`src/rtl/hram_req_queue_pkg.sv`:
```
// Shared types and constants for the HyperRAM request queue.
// Latency: n/a (types only).
// Backpressure: n/a (types only).
package hram_pkg;

    // Controller-side sequencer states.
    typedef enum logic [1:0] {
        ST_IDLE    = 2'd0,
        ST_ISSUE   = 2'd1,
        ST_WAIT_RD = 2'd2,
        ST_GAP     = 2'd3
    } hrq_state_t;

    // Data returned to the host when a read never completes.
    localparam logic [31:0] HRQ_TMO_DATA = 32'hDEAD_BEEF;

    // One queued host command.
    typedef struct packed {
        logic        rd;
        logic [31:0] addr;
        logic [31:0] wdata;
    } hrq_entry_t;

    function automatic int hrq_max(input int a, input int b);
        return (a > b) ? a : b;
    endfunction

endpackage

```
`src/rtl/hram_req_queue_if.sv`:
```
// Host-side and controller-side bus bundle of the request queue.
// Latency: n/a (wires only).
// Backpressure: host side stalls on h_waitrequest; controller side has none.
// slave modport: queue view (takes host requests, drives the controller).
// master modport: environment view (drives host requests, models the controller).
interface hram_req_queue_if;

    // Host port
    logic [31:0] h_address;
    logic        h_read;
    logic        h_write;
    logic [31:0] h_writedata;
    logic        h_waitrequest;
    logic [31:0] h_readdata;
    logic        h_readdatavalid;

    // Controller port
    logic [31:0] m_address;
    logic [31:0] m_writedata;
    logic        m_read;
    logic        m_write;
    logic [31:0] m_readdata;
    logic        m_readdatavalid;

    // Sticky error flag
    logic        err;

    modport slave (
        input  h_address, h_read, h_write, h_writedata,
        output h_waitrequest, h_readdata, h_readdatavalid,
        output m_address, m_writedata, m_read, m_write,
        input  m_readdata, m_readdatavalid,
        output err
    );

    modport master (
        output h_address, h_read, h_write, h_writedata,
        input  h_waitrequest, h_readdata, h_readdatavalid,
        input  m_address, m_writedata, m_read, m_write,
        output m_readdata, m_readdatavalid,
        input  err
    );

endinterface

```
`src/rtl/hram_req_queue_fifo.sv`:
```
// Command FIFO: DEPTH entries of hrq_entry_t, pointers carry one wrap bit.
// Latency: a pushed entry is visible at the head on the next cycle; no bypass.
// Backpressure: wr_vld is ignored while full; rd_rdy is ignored while empty.
// Ports: clk, rst (sync, active-low), wr_vld/wr_dat/full, rd_rdy/rd_dat/empty.
module hrq_fifo
    import hram_pkg::*;
#(
    parameter int DEPTH = 4
) (
    input  logic       clk,
    input  logic       rst,
    input  logic       wr_vld,
    input  hrq_entry_t wr_dat,
    output logic       full,
    input  logic       rd_rdy,
    output hrq_entry_t rd_dat,
    output logic       empty
);

    localparam int AW = $clog2(DEPTH);

    hrq_entry_t    mem_q [DEPTH];
    hrq_entry_t    mem_d [DEPTH];
    logic [AW:0]   wr_ptr_q, wr_ptr_d;
    logic [AW:0]   rd_ptr_q, rd_ptr_d;

    // Same index with differing wrap bits means the writer lapped the reader.
    assign empty  = (wr_ptr_q == rd_ptr_q);
    assign full   = (wr_ptr_q[AW] != rd_ptr_q[AW]) &&
                    (wr_ptr_q[AW-1:0] == rd_ptr_q[AW-1:0]);
    assign rd_dat = mem_q[rd_ptr_q[AW-1:0]];

    always_comb begin
        mem_d    = mem_q;
        wr_ptr_d = wr_ptr_q;
        rd_ptr_d = rd_ptr_q;
        if (wr_vld && !full) begin
            mem_d[wr_ptr_q[AW-1:0]] = wr_dat;
            wr_ptr_d                = wr_ptr_q + (AW+1)'(1);
        end
        if (rd_rdy && !empty) begin
            rd_ptr_d = rd_ptr_q + (AW+1)'(1);
        end
    end

    always_ff @(posedge clk) begin
        if (!rst) begin
            wr_ptr_q <= '0;
            rd_ptr_q <= '0;
        end else begin
            wr_ptr_q <= wr_ptr_d;
            rd_ptr_q <= rd_ptr_d;
        end
    end

    // Storage needs no reset: emptiness is defined by the pointers alone.
    always_ff @(posedge clk) begin
        mem_q <= mem_d;
    end

endmodule

```
`src/rtl/hram_req_queue.sv`:
```
// Queues host read/write requests and replays them one at a time as fixed-width
// m_read/m_write pulses with an idle gap so the HyperRAM controller returns to IDLE.
// Latency: accepted read -> h_readdatavalid = 1 + 1 + PULSE_CYC + controller latency + 1.
// Backpressure: h_waitrequest while the command FIFO is full or reset is held.
// Ports: clk, rst (sync, active-low), bus (host h_* / controller m_* / err).
// Build option: define HRQ_TIMEOUT_EN to give up on a read after TMO_CYC cycles
// in WAIT_RD, returning HRQ_TMO_DATA and setting err.
module hram_req_queue
    import hram_pkg::*;
#(
    parameter int DEPTH     = 4,
    parameter int PULSE_CYC = 2,
    parameter int GAP_CYC   = 12,
    parameter int TMO_CYC   = 1024
) (
    input  logic           clk,
    input  logic           rst,
    hram_req_queue_if.slave bus
);

    // One counter serves the pulse, gap and timeout phases.
    localparam int CNT_MAX = hrq_max(hrq_max(PULSE_CYC, GAP_CYC), TMO_CYC);
    localparam int CNT_W   = $clog2(CNT_MAX + 1);

    localparam logic [CNT_W-1:0] PULSE_LAST = CNT_W'(PULSE_CYC - 1);
    localparam logic [CNT_W-1:0] GAP_LAST   = CNT_W'(GAP_CYC - 1);
`ifdef HRQ_TIMEOUT_EN
    localparam logic [CNT_W-1:0] TMO_LAST   = CNT_W'(TMO_CYC - 1);
`endif

    hrq_state_t       state_q, state_d;
    logic [CNT_W-1:0] cnt_q, cnt_d;
    logic             m_read_q, m_read_d;
    logic             m_write_q, m_write_d;
    logic [31:0]      m_address_q, m_address_d;
    logic [31:0]      m_writedata_q, m_writedata_d;
    logic [31:0]      h_readdata_q, h_readdata_d;
    logic             h_readdatavalid_q, h_readdatavalid_d;
    logic             err_q, err_d;

    logic             fifo_full;
    logic             fifo_empty;
    logic             fifo_pop;
    logic             host_push;
    hrq_entry_t       push_dat;
    hrq_entry_t       head;

    // Stall during reset so nothing is accepted into a FIFO being cleared.
    assign bus.h_waitrequest = fifo_full || !rst;
    assign host_push         = (bus.h_read || bus.h_write) && !bus.h_waitrequest;

    // A read strobe wins over a simultaneous write; the write data is dropped.
    always_comb begin
        push_dat       = '0;
        push_dat.rd    = bus.h_read;
        push_dat.addr  = bus.h_address;
        push_dat.wdata = bus.h_read ? 32'h0 : bus.h_writedata;
    end

    hrq_fifo #(
        .DEPTH (DEPTH)
    ) u_fifo (
        .clk    (clk),
        .rst    (rst),
        .wr_vld (host_push),
        .wr_dat (push_dat),
        .full   (fifo_full),
        .rd_rdy (fifo_pop),
        .rd_dat (head),
        .empty  (fifo_empty)
    );

    always_comb begin
        state_d           = state_q;
        cnt_d             = cnt_q;
        m_read_d          = m_read_q;
        m_write_d         = m_write_q;
        m_address_d       = m_address_q;
        m_writedata_d     = m_writedata_q;
        h_readdata_d      = h_readdata_q;
        h_readdatavalid_d = 1'b0;
        err_d             = err_q;
        fifo_pop          = 1'b0;

        if (host_push && bus.h_read && bus.h_write) begin
            err_d = 1'b1;
        end
        // Read data with no read outstanding is dropped but flagged.
        if (bus.m_readdatavalid && (state_q != ST_WAIT_RD)) begin
            err_d = 1'b1;
        end

        unique case (state_q)
            ST_IDLE: begin
                if (!fifo_empty) begin
                    fifo_pop      = 1'b1;
                    m_address_d   = head.addr;
                    m_writedata_d = head.wdata;
                    // Strobe is raised together with the address so it is
                    // high for the whole of ISSUE.
                    m_read_d      = head.rd;
                    m_write_d     = !head.rd;
                    cnt_d         = '0;
                    state_d       = ST_ISSUE;
                end
            end

            ST_ISSUE: begin
                if (cnt_q == PULSE_LAST) begin
                    m_read_d  = 1'b0;
                    m_write_d = 1'b0;
                    cnt_d     = '0;
                    // m_read_q still identifies the command type here.
                    state_d   = m_read_q ? ST_WAIT_RD : ST_GAP;
                end else begin
                    cnt_d = cnt_q + CNT_W'(1);
                end
            end

            ST_WAIT_RD: begin
                if (bus.m_readdatavalid) begin
                    h_readdata_d      = bus.m_readdata;
                    h_readdatavalid_d = 1'b1;
                    cnt_d             = '0;
                    state_d           = ST_GAP;
                end
`ifdef HRQ_TIMEOUT_EN
                else if (cnt_q == TMO_LAST) begin
                    h_readdata_d      = HRQ_TMO_DATA;
                    h_readdatavalid_d = 1'b1;
                    err_d             = 1'b1;
                    cnt_d             = '0;
                    state_d           = ST_GAP;
                end else begin
                    cnt_d = cnt_q + CNT_W'(1);
                end
`endif
            end

            ST_GAP: begin
                if (cnt_q == GAP_LAST) begin
                    cnt_d   = '0;
                    state_d = ST_IDLE;
                end else begin
                    cnt_d = cnt_q + CNT_W'(1);
                end
            end

            default: begin
                cnt_d   = '0;
                state_d = ST_IDLE;
            end
        endcase
    end

    // Reset also drops any in-flight command: no read return is produced.
    always_ff @(posedge clk) begin
        if (!rst) begin
            state_q           <= ST_IDLE;
            cnt_q             <= '0;
            m_read_q          <= 1'b0;
            m_write_q         <= 1'b0;
            m_address_q       <= '0;
            m_writedata_q     <= '0;
            h_readdata_q      <= '0;
            h_readdatavalid_q <= 1'b0;
            err_q             <= 1'b0;
        end else begin
            state_q           <= state_d;
            cnt_q             <= cnt_d;
            m_read_q          <= m_read_d;
            m_write_q         <= m_write_d;
            m_address_q       <= m_address_d;
            m_writedata_q     <= m_writedata_d;
            h_readdata_q      <= h_readdata_d;
            h_readdatavalid_q <= h_readdatavalid_d;
            err_q             <= err_d;
        end
    end

    assign bus.m_read          = m_read_q;
    assign bus.m_write         = m_write_q;
    assign bus.m_address       = m_address_q;
    assign bus.m_writedata     = m_writedata_q;
    assign bus.h_readdata      = h_readdata_q;
    assign bus.h_readdatavalid = h_readdatavalid_q;
    assign bus.err             = err_q;

endmodule

```
`src/flat_wrapper.sv`:
```
// flat-port wrapper written by rule: the top's interface ports become plain ports
module hram_req_queue_flat import hram_pkg::*;
#(
    parameter int DEPTH     = 4,
    parameter int PULSE_CYC = 2,
    parameter int GAP_CYC   = 12,
    parameter int TMO_CYC   = 1024
)
  (clk, rst, bus_h_address, bus_h_read, bus_h_write, bus_h_writedata, bus_h_waitrequest, bus_h_readdata, bus_h_readdatavalid, bus_m_address, bus_m_writedata, bus_m_read, bus_m_write, bus_m_readdata, bus_m_readdatavalid, bus_err);
  hram_req_queue_if bus_i ();
  input  logic clk;
  input  logic rst;
  input wire logic [$bits(bus_i.h_address)-1:0] bus_h_address;
  input wire logic [$bits(bus_i.h_read)-1:0] bus_h_read;
  input wire logic [$bits(bus_i.h_write)-1:0] bus_h_write;
  input wire logic [$bits(bus_i.h_writedata)-1:0] bus_h_writedata;
  output wire logic [$bits(bus_i.h_waitrequest)-1:0] bus_h_waitrequest;
  output wire logic [$bits(bus_i.h_readdata)-1:0] bus_h_readdata;
  output wire logic [$bits(bus_i.h_readdatavalid)-1:0] bus_h_readdatavalid;
  output wire logic [$bits(bus_i.m_address)-1:0] bus_m_address;
  output wire logic [$bits(bus_i.m_writedata)-1:0] bus_m_writedata;
  output wire logic [$bits(bus_i.m_read)-1:0] bus_m_read;
  output wire logic [$bits(bus_i.m_write)-1:0] bus_m_write;
  input wire logic [$bits(bus_i.m_readdata)-1:0] bus_m_readdata;
  input wire logic [$bits(bus_i.m_readdatavalid)-1:0] bus_m_readdatavalid;
  output wire logic [$bits(bus_i.err)-1:0] bus_err;
  assign bus_i.h_address = bus_h_address;
  assign bus_i.h_read = bus_h_read;
  assign bus_i.h_write = bus_h_write;
  assign bus_i.h_writedata = bus_h_writedata;
  assign bus_h_waitrequest = bus_i.h_waitrequest;
  assign bus_h_readdata = bus_i.h_readdata;
  assign bus_h_readdatavalid = bus_i.h_readdatavalid;
  assign bus_m_address = bus_i.m_address;
  assign bus_m_writedata = bus_i.m_writedata;
  assign bus_m_read = bus_i.m_read;
  assign bus_m_write = bus_i.m_write;
  assign bus_i.m_readdata = bus_m_readdata;
  assign bus_i.m_readdatavalid = bus_m_readdatavalid;
  assign bus_err = bus_i.err;
  hram_req_queue #(.DEPTH(DEPTH), .PULSE_CYC(PULSE_CYC), .GAP_CYC(GAP_CYC), .TMO_CYC(TMO_CYC)) u_core (.clk(clk), .rst(rst), .bus(bus_i));
endmodule
```
`config.mk`:
```
export PLATFORM = sky130hd
export DESIGN_NAME = hram_req_queue_flat
export DESIGN_NICKNAME = d
export VERILOG_FILES = /design/src/rtl/hram_req_queue_pkg.sv /design/src/rtl/hram_req_queue_if.sv /design/src/rtl/hram_req_queue_fifo.sv /design/src/rtl/hram_req_queue.sv /design/src/flat_wrapper.sv
export SDC_FILE = /design/constraint.sdc
export NUM_CORES = 1
export LEC_CHECK = 0
export CAP_MARGIN = 20
export CORE_UTILIZATION = 45
export CTS_CLUSTER_DIAMETER = 30
export DETAILED_ROUTE_END_ITERATION = 10
export DONT_BUFFER_PORTS = 1
export PLACE_DENSITY = 0.67
export REMOVE_ABC_BUFFERS = 1
export SLEW_MARGIN = 20
export SYNTH_ARGS = -nofsm -noshare
export SYNTH_HDL_FRONTEND = slang
export SYNTH_SLANG_ARGS = --single-unit
```
`constraint.sdc`:
```
create_clock -name clk -period 5 [get_ports clk]
set_input_delay 1.5 -clock clk [delete_from_list [all_inputs] [get_ports clk]]
set_output_delay 1.5 -clock clk [all_outputs]
set_load 0.03 [all_outputs]
```
==> results of run 1 <==
## area by class of cell
class	instances	area, um^2	area share
clock buffer	81	1830	0.108
timing repair buffer	8	76.3	0.00448
antenna	2	5.00	0.000294
clock inverter	47	536	0.0314
inverter	16	62.6	0.00367
tap	396	495	0.0291
multi-input combinational	514	3830	0.225
sequential	379	10200	0.598
## through the flow
step | total power [uW] | setup slack (ps) | std cells
detailed placement | 6300 | 1520 | 1312
finish | 10900 | 1460 | 1443
CTS | 11000 | 1450 | 1440
global route | 11300 | 1400 | 1443
global placement | 6270 | 1620 | 1312
floorplan | 5790 | -1220 | 909
## power groups by stage
stage | registers [uW] | logic, uW | clock network [uW]
after floorplan | 4630 | 1160 | 0
after global placement | 4630 | 1650 | 0
after detailed placement | 4640 | 1660 | 0
after CTS | 4580 | 1680 | 4720
after global routing | 4630 | 1830 | 4880
final | 4570 | 1650 | 4640
## final timing paths
check / from / to / slack [ps] / cells past startpoint
hold reg to reg: u_core.state_q[1]$_SDFFE_PN0P_ / u_core.state_q[1]$_SDFFE_PN0P_ / 520 / 2
hold / removal: u_core.state_q[1]$_SDFFE_PN0P_ / u_core.state_q[1]$_SDFFE_PN0P_ / 520 / 2
setup reg to reg: u_core.u_fifo.rd_ptr_q[0]$_SDFFE_PN0P_ / u_core.u_fifo.mem_q[190]$_DFFE_PP_ / 2250 / 3
setup / recovery: u_core.u_fifo.rd_ptr_q[0]$_SDFFE_PN0P_ / bus_h_waitrequest / 1460 / 3
## worst max-delay path: stages (launching register included)
cell and delay, ps:
dfxtp_4 580, xor2_1 500, o31ai_1 190, buf_4 210
## sequential cells by signal, indices dropped and copies added (netlist names)
register                    flops
u_core.bus.h_readdatavalid      1
u_core.bus.m_address           32
u_core.bus.err                  1
u_core.bus.h_readdata          32
u_core.bus.m_writedata         32
u_core.u_fifo.rd_ptr_q          3
u_core.u_fifo.wr_ptr_q          3
u_core.state_q                  2
u_core.u_fifo.mem_q           260
u_core.bus.m_write              1
u_core.cnt_q                   11
u_core.bus.m_read               1
## Yosys cell counts, drive strengths merged (6+ instances only)
cell      n  area share
edfxtp  260        0.55
o31ai     6      0.0035
inv      16      0.0042
nor2b    32       0.014
a31oi     6      0.0026
mux4     65        0.10
nand2   210       0.055
dfxtp   119        0.17
ha       12       0.011
o211ai    7      0.0037
nor2      9      0.0024
nand3     7      0.0024
buf      26      0.0093
clkbuf   35      0.0092
a21oi   101       0.035
## logic make-up (layout without fill, tap and decap cells)
group,count (synthesis),count (layout),share of synthesized area
compound gates,147,147,0.0615
buf+inv,77,152,0.0227
fa+ha+maj,12,12,0.0105
other cells,0,2,0
flops,379,379,0.713
xor+xnor,8,8,0.00543
mux,66,66,0.103
simple gates,281,281,0.0842
## layer usage
layer	global-route usage	up-vias
met5	0	-
met4	0.0615	2
met3	0.0671	53
met2	0.299	315
met1	0.233	3987
li1	-	3662
==> reports/metrics.yaml, run 1 <==
clocking:
  cts_hold_buf: 0
  clockBufferDepth: 3
  cts.sinks: 379
  cts.clk_slew.worst_paths_ps: 40
  cts_tree: "yes"
  post_cts_buffers: 0
  cts-root-buf: "clkbuf_16"
  cts-resized-gates: 0
  cts_buffers: 70
  clk_latency_ps: 560
  ctsHtreeMaxLevel: 3
power_and_ir_drop:
  seqPwrFrac: 0.421
  power_frac_comb: 0.152
  p_sw_uw: 3390
  powerDensity_mw_per_mm2: 637
  swShare: 0.313
  p_leak_uw: 0.00560
  p_int_uw: 7460
  clockPowerShare: 0.427
  irDropWorstVdd_uv: 348
drt:
  post_drt_wl_per_cell_um: 20.7
  routed_via_density: 5.56
  drc: 0
  postRouteAntennaNets: 0
  wl_met2_um: 14200
  highest_layer: "met5"
  finalWirelength_um: 29900
  wl_met3_um: 2800
  drt-initial-drc-count: 563
  vias: 8019
  drtPass1Iterations: 5
  wl_met1_um: 12200
timing:
  fin_crit_sh: 0.709
  slew_violations: 0
  setup-tns-final_ps: 0
  slew_headroom: 0.295
  grt_setup_unrepaired: "no"
  max_freq_ghz: 0.282
  fin_skew_ps: 22.5
  hold_viol: 0
  finalCriticalPeriod_ps: 3540
  hold_ws_ps: 525
  worst_pin_slew_ps: 1050
  setup_viol: 0
critical_path:
  critPathMaxFanout: 19
  critPathRequiredTime_ps: 3500
  critPathCaptureType: "output port"
  cp.arrival_ps: 2040
  critPathKind: "reg -> out"
  worstSetupStartpointType: "flop"
floorplanning:
  dieArea_mm2: 0.0325
  core_mm2: 0.0309
  die_w_um: 180
  initial_core_util: 0.463
  die_h_um: 180
  pin_count: 202
  rows: 64
final_layout:
  fill_cells: 2427
  layout-drive-gt1-share: 0.194
  layout_commonest_cell: "edfxtp_1"
  utilization: 0.551
  final_cell_mix: "edfxtp_1 (260), nand2_1 (210), dfxtp_1 (117), a21oi_1 (101), clkbuf_16 (71)"
  final_area_mm2: 0.0170
  fin_nets: 1102
  syn_to_final_growth_pct: 19.2
place:
  placed_cell_area_mm2: 0.0146
  dp_hpwl_um: 17200
  place.gp.congestion: 0.765
  io_buffers: 0
synth:
  synthArstFlopShare: 0
  syn_inst: 970
  avgSynthCellArea_um2: 14.7
  synth-main-ff-cell: "edfxtp_1"
  ys_warn_count: 0
  synth_edf_count: 260
  yosysSeqAreaShare: 0.713
  yosysUniqueCellTypes: 47
  synth-seq-cells: 379
  syn-cell-area_mm2: 0.0143
worst_hold_path:
  min_path_type: "reg -> reg"
status:
  status: "completed"
grt:
  grt_max_degree: 113
  grt_usage: 0.186
  overflow: 0
  antenna_found_initial: 4
  first_global_vias: 8139
  grt_first_pass_wirelength_um: 46300
run:
  drv_cap: 0
No activity file was read; power rests on OpenSTA's default activity.
==> inputs of run 2 (changes only) <==
==> constraint.sdc (replaced) <==
create_clock -name clk -period 3.6 [get_ports clk]
set_input_delay 1.08 -clock clk [delete_from_list [all_inputs] [get_ports clk]]
set_output_delay 1.08 -clock clk [all_outputs]
set_load 0.03 [all_outputs]
==> reports/metrics.yaml, run 2 (synthesis gave the netlist of run 1 again) <==
timing:
  worst_pin_slew_ps: 1050  # -3.24 ps
  max_freq_ghz: 0.320
  finalCriticalPeriod_ps: 3120
  slew_headroom: 0.299  # +0.00386
  setup_viol: 0  # unchanged
  slew_violations: 0  # unchanged
  setup-tns-final_ps: 0  # unchanged
  hold_viol: 0  # unchanged
  grt_setup_unrepaired: "no"
  fin_crit_sh: 0.867
  fin_ws_ps: 479  # -978 ps
  fin_skew_ps: 20.9  # -1.66 ps
clocking:
  clockBufferDepth: 3  # unchanged
  cts_buffers: 73  # +4.3%
  clk_latency_ps: 550  # about the same
  cts-resized-gates: 0  # unchanged
  cts_tree: "yes"
  ctsHtreeMaxLevel: 3  # unchanged
  cts_hold_buf: 0  # unchanged
  cts.clk_slew.worst_paths_ps: 50  # about the same
  cts.sinks: 379  # unchanged
  cts-root-buf: "clkbuf_16"
  post_cts_buffers: 0  # unchanged
power_and_ir_drop:
  p_leak_uw: 0.00577  # +3.0%
  irDropWorstVdd_uv: 568  # +64%
  powerDensity_mw_per_mm2: 895  # +40%
final_layout:
  multiInputGateArea_mm2: 0.00383  # unchanged
  fin_nets: 1115  # +1.2%
  final_cell_mix: "edfxtp_1 (260), nand2_1 (210), dfxtp_1 (117), a21oi_1 (101), clkbuf_16 (75)"
  largest_reg_flops: 260  # unchanged
  fill_cells: 2369  # -2.4%
  layout-drive-gt1-share: 0.207  # +0.0129
  largest_register: "u_core.u_fifo.mem_q"
  regArea_mm2: 0.0102  # unchanged
  syn_to_final_growth_pct: 21.7
  layout_commonest_cell: "edfxtp_1"
  finalNonFillerCells: 1461  # +1.2%
floorplanning:
  core_mm2: 0.0309  # unchanged
  die_w_um: 180  # unchanged
  dieArea_mm2: 0.0325  # unchanged
  die_h_um: 180  # unchanged
  pin_count: 202  # unchanged
  rows: 64  # unchanged
  initial_core_util: 0.463  # unchanged
grt:
  grt_usage: 0.188  # +0.00251
  grt_first_pass_wirelength_um: 47300  # +2.0%
  overflow: 0  # unchanged
  grt_max_degree: 79  # -30%
  antenna_found_initial: 5  # +1
  first_global_vias: 8391  # +3.1%
critical_path:
  worstSetupStartpointType: "flop"
  critPathKind: "reg -> out"
  r2r-start: "u_core.u_fifo.rd_ptr_q[0]$_SDFFE_PN0P_"
  critPathMaxFanout: 23  # +4
  r2r_end: "u_core.u_fifo.mem_q[224]$_DFFE_PP_"
  critPathCaptureType: "output port"
  reg2reg_slack_ps: 990  # -1260 ps
  reg2reg_depth: 4  # +1
  cp.arrival_ps: 2040  # about the same
  critPathRequiredTime_ps: 2520  # -980 ps
drt:
  drt-initial-drc-count: 576  # +2.3%
  drc: 0  # unchanged
  postRouteAntennaNets: 0  # unchanged
  finalWirelength_um: 30100  # +0.89%
  vias: 8142  # +1.5%
  post_drt_wl_per_cell_um: 20.6  # -0.35%
  drtPass1Iterations: 5  # unchanged
  routed_via_density: 5.57  # +0.28%
place:
  post-place-ws_ps: 726  # -796 ps
  dp_hpwl_um: 17900  # +4.0%
  place.gp.congestion: 0.790  # +3.3%
  placed_cells: 1322  # +0.76%
  io_buffers: 0  # unchanged
worst_hold_path:
  whs_endpoint: "u_core.state_q[1]$_SDFFE_PN0P_"
  min-delay-start: "u_core.state_q[1]$_SDFFE_PN0P_"
  holdPathStages: 2  # unchanged
  min_path_type: "reg -> reg"
status:
  status: "completed"
run:
  drv_cap: 0  # unchanged
[run 2: cell count changes in the layout (fill, tap and decap cells not counted), moves of 2 or more]
cell and delta:
buf_12 +9, clkbuf_16 +4, clkbuf_8 +3, bufinv_16 +2
clkinv_2 -2, inv_16 -2, inv_6 +2
[run 2: area by class of cell]
cell class                      instances  share of cell area
Antenna cell                            3            0.000431
Tap cell                              396              0.0285
Sequential cell                       379               0.586
Multi-Input combinational cell        514               0.220
Clock inverter                         47              0.0321
Inverter                               16             0.00360
Timing Repair Buffer                   18              0.0154
Clock buffer                           88               0.114
[run 2: where the power goes]
part,leakage (uW),switching (uW),internal [uW]
Sequential,0.00337,1110,5260
Combinational,0.00117,1410,955
Clock,0.00123,2250,4600
[run 2: how the worst max path moves through the flow]
stage / start / to / cells past startpoint
global placement: rst / u_core.u_fifo.mem_q[61]$_DFFE_PP_ / 4
finish: u_core.u_fifo.rd_ptr_q[0]$_SDFFE_PN0P_ / bus_h_waitrequest / 3
detailed placement: rst / u_core.u_fifo.mem_q[58]$_DFFE_PP_ / 4
floorplan: u_core.u_fifo.rd_ptr_q[0]$_SDFFE_PN0P_ / u_core.u_fifo.rd_ptr_q[0]$_SDFFE_PN0P_ / 4
CTS: u_core.u_fifo.rd_ptr_q[0]$_SDFFE_PN0P_ / bus_h_waitrequest / 3
global route: u_core.u_fifo.rd_ptr_q[0]$_SDFFE_PN0P_ / bus_h_waitrequest / 3
[run 2: layer usage]
layer	track usage	part of all wire	wire length, um	vias up
li1	-	-	-	3708
met3	0.0608	0.090	2710	49
met5	0	0.00083	25	-
met4	0.0622	0.017	506	4
met2	0.305	0.48	14500	322
met1	0.239	0.41	12400	4059
[run 2: metrics by stage]
| step | total power [uW] | util | hold WS, ps | area (um^2) |
|---|---|---|---|---|
| global route | 16200 | 0.563 | 561 | 17400 |
| detailed placement | 8850 | 0.480 | 520 | 14800 |
| CTS | 15800 | 0.562 | 524 | 17400 |
| finish | 15600 | 0.563 | 524 | 17400 |
| floorplan | 8040 | - | 487 | 14000 |
| global placement | 8780 | 0.480 | 506 | 14800 |
[run 2: worst max-delay path: stages (launching register included)]
cell     delay [ps]
dfxtp_4         650
xor2_1          520
o31ai_1         120
buf_4           200
==> inputs of run 3 (changes only) <==
--- a/config.mk
+++ b/config.mk
@@ -6,11 +6,12 @@
 export NUM_CORES = 1
 export LEC_CHECK = 0
 export CAP_MARGIN = 20
-export CORE_UTILIZATION = 45
+export CORE_MARGIN = 4
+export CORE_UTILIZATION = 50
 export CTS_CLUSTER_DIAMETER = 30
 export DETAILED_ROUTE_END_ITERATION = 10
 export DONT_BUFFER_PORTS = 1
-export PLACE_DENSITY = 0.67
+export PLACE_DENSITY = 0.72
 export REMOVE_ABC_BUFFERS = 1
 export SLEW_MARGIN = 20
 export SYNTH_ARGS = -nofsm -noshare
==> reports/metrics.yaml, run 3 (synthesis gave the netlist of run 1 again) <==
floorplanning:
  die_w_um: 177  # -1.7%
  rows: 61  # -4.7%
  pin_count: 202  # unchanged
  initial_core_util: 0.510  # +0.0479
  core_mm2: 0.0280  # -9.4%
  dieArea_mm2: 0.0314  # -3.5%
  die_h_um: 177  # -1.7%
drt:
  postRouteAntennaNets: 0  # unchanged
  drc: 0  # unchanged
  finalWirelength_um: 29800  # -1.2%
  drtPass1Iterations: 5  # unchanged
  routed_via_density: 5.65  # +1.4%
  drt-initial-drc-count: 592  # +2.8%
  post_drt_wl_per_cell_um: 20.7  # +0.64%
  vias: 8109  # -0.41%
final_layout:
  fin_nets: 1111  # -0.36%
  layout_commonest_cell: "edfxtp_1"
  finalNonFillerCells: 1435  # -1.8%
  largest_reg_flops: 260  # unchanged
  syn_to_final_growth_pct: 20.6
  largest_register: "u_core.u_fifo.mem_q"
  layout-drive-gt1-share: 0.203  # -0.00431
  final_cell_mix: "edfxtp_1 (260), nand2_1 (210), dfxtp_1 (117), a21oi_1 (101), clkbuf_16 (70)"
  final_area_mm2: 0.0172  # -0.86%
clocking:
  clk_latency_ps: 550  # about the same
  cts.clk_slew.worst_paths_ps: 40  # about the same
  cts_tree: "yes"
  cts-root-buf: "clkbuf_16"
  post_cts_buffers: 0  # unchanged
  cts-resized-gates: 0  # unchanged
  cts_hold_buf: 0  # unchanged
  clockBufferDepth: 3  # unchanged
  cts.sinks: 379  # unchanged
  cts_buffers: 69  # -5.5%
  ctsHtreeMaxLevel: 3  # unchanged
timing:
  worst_pin_slew_ps: 1070  # +22.7 ps
  grt_setup_unrepaired: "no"
  setup_viol: 0  # unchanged
  fin_crit_sh: 0.821  # -0.0458
  fin_skew_ps: 19.9  # -0.960 ps
  max_freq_ghz: 0.338  # +5.6%
  hold_ws_ps: 525  # +0.955 ps
  slew_violations: 0  # unchanged
  slew_headroom: 0.284  # -0.0151
  finalCriticalPeriod_ps: 2960  # -165 ps
  hold_viol: 0  # unchanged
critical_path:
  r2r-start: "u_core.state_q[1]$_SDFFE_PN0P_"
  cp.arrival_ps: 1880  # -160 ps
  r2r_end: "u_core.state_q[0]$_SDFFE_PN0P_"
  critPathRequiredTime_ps: 2520  # about the same
  critPathKind: "reg -> out"
  crit_end: "bus_h_waitrequest"
  cpMaxStageDelayCell: "xor2_1"
  reg2reg_slack_ps: 1210  # +220 ps
  worst-path-buf-inv: 1  # unchanged
  crit_family: "XOR/XNOR gates"
  slowest_delay_ps: 500  # -150 ps
  reg2reg_depth: 7  # +3
  path_cells: "xor2_1 -> o31ai_1 -> buf_4"
  critPathLaunch: "u_core.u_fifo.rd_ptr_q[1]$_SDFFE_PN0P_"
  worst-path-stages: 3  # unchanged
  critPathCaptureType: "output port"
  critPathMaxFanout: 15  # -35%
  worstSetupStartpointType: "flop"
grt:
  grt_max_degree: 59  # -25%
  antenna_found_initial: 4  # -1
  grt_first_pass_wirelength_um: 46200  # -2.2%
  first_global_vias: 8313  # -0.93%
  grt_usage: 0.189  # +0.000955
  overflow: 0  # unchanged
place:
  placed_cell_area_mm2: 0.0148  # -0.52%
  placed_cells: 1305  # -1.3%
  place.gp.congestion: 0.795  # +0.56%
  io_buffers: 0  # unchanged
  dp_hpwl_um: 17800  # -0.36%
run:
  drv_cap: 0  # unchanged
power_and_ir_drop:
  powerDensity_mw_per_mm2: 891  # -0.45%
  p_leak_uw: 0.00572  # -0.84%
  irDropWorstVdd_uv: 423  # -26%
status:
  status: "completed"
worst_hold_path:
  min_path_type: "reg -> reg"
[run 3: changes by cell type in the layout (fill, tap and decap cells not counted), moves of 3 or more]
| cell | change |
|---|---|
| buf_4 | +6 |
| clkinv_2 | -5 |
| clkinv_4 | +4 |
| inv_6 | -4 |
| buf_12 | -5 |
| clkinvlp_4 | -3 |
| clkbuf_16 | -5 |
[run 3: final cells by class]
class | count | area [um^2]
Timing Repair Buffer | 18 | 198
Antenna cell | 2 | 5.00
Tap cell | 378 | 473
Sequential cell | 379 | 10200
Multi-Input combinational cell | 514 | 3830
Inverter | 16 | 62.6
Clock buffer | 84 | 1870
Clock inverter | 44 | 606
Fill cell | 2042 | 10800
[run 3: worst min-delay path by stage]
stage	from	end	slack, ps	cells after the start
floorplan	u_core.state_q[1]$_SDFFE_PN0P_	u_core.state_q[1]$_SDFFE_PN0P_	490	2
global placement	u_core.cnt_q[7]$_SDFFE_PN0P_	u_core.cnt_q[7]$_SDFFE_PN0P_	510	2
detailed placement	u_core.cnt_q[10]$_SDFFE_PN0P_	u_core.cnt_q[10]$_SDFFE_PN0P_	520	2
CTS	u_core.cnt_q[10]$_SDFFE_PN0P_	u_core.cnt_q[10]$_SDFFE_PN0P_	520	2
global route	u_core.cnt_q[10]$_SDFFE_PN0P_	u_core.cnt_q[10]$_SDFFE_PN0P_	560	2
finish	u_core.cnt_q[10]$_SDFFE_PN0P_	u_core.cnt_q[10]$_SDFFE_PN0P_	520	2
[run 3: power by group]
part	internal, uW	switching [uW]	leakage [uW]	total, uW
logic	927	1440	0.00115	2370
registers	5260	1060	0.00337	6320
clock network	4490	2190	0.00120	6680
total	10700	4690	0.00572	15400
[run 3: worst register-to-register path, stage by stage, from the launching register on]
cell and delay, ps:
dfxtp_1 330, inv_1 120, ha_1 270, inv_1 180, o41ai_2 770, buf_4 290, a2111oi_1 60, o221a_1 270
[run 3: through the flow]
stage	TNS [ps]	power [uW]	util	setup slack [ps]
6_report	0	15400	0.616	644
5_1_grt	0	16100	0.616	548
4_1_cts	0	15500	0.616	616
3_5_place_dp	0	8800	0.527	633
3_3_place_gp	0	8740	0.527	689
2_1_floorplan	-748790	8040	-	-2620
[run 3: layer usage]
metal / GRT usage / up-vias / routed length [um]
li1: - / 3701 / -
met1: 0.245 / 4094 / 12200
met2: 0.307 / 285 / 14500
met3: 0.0622 / 27 / 2660
met4: 0.0564 / 2 / 329
met5: 0 / - / 13
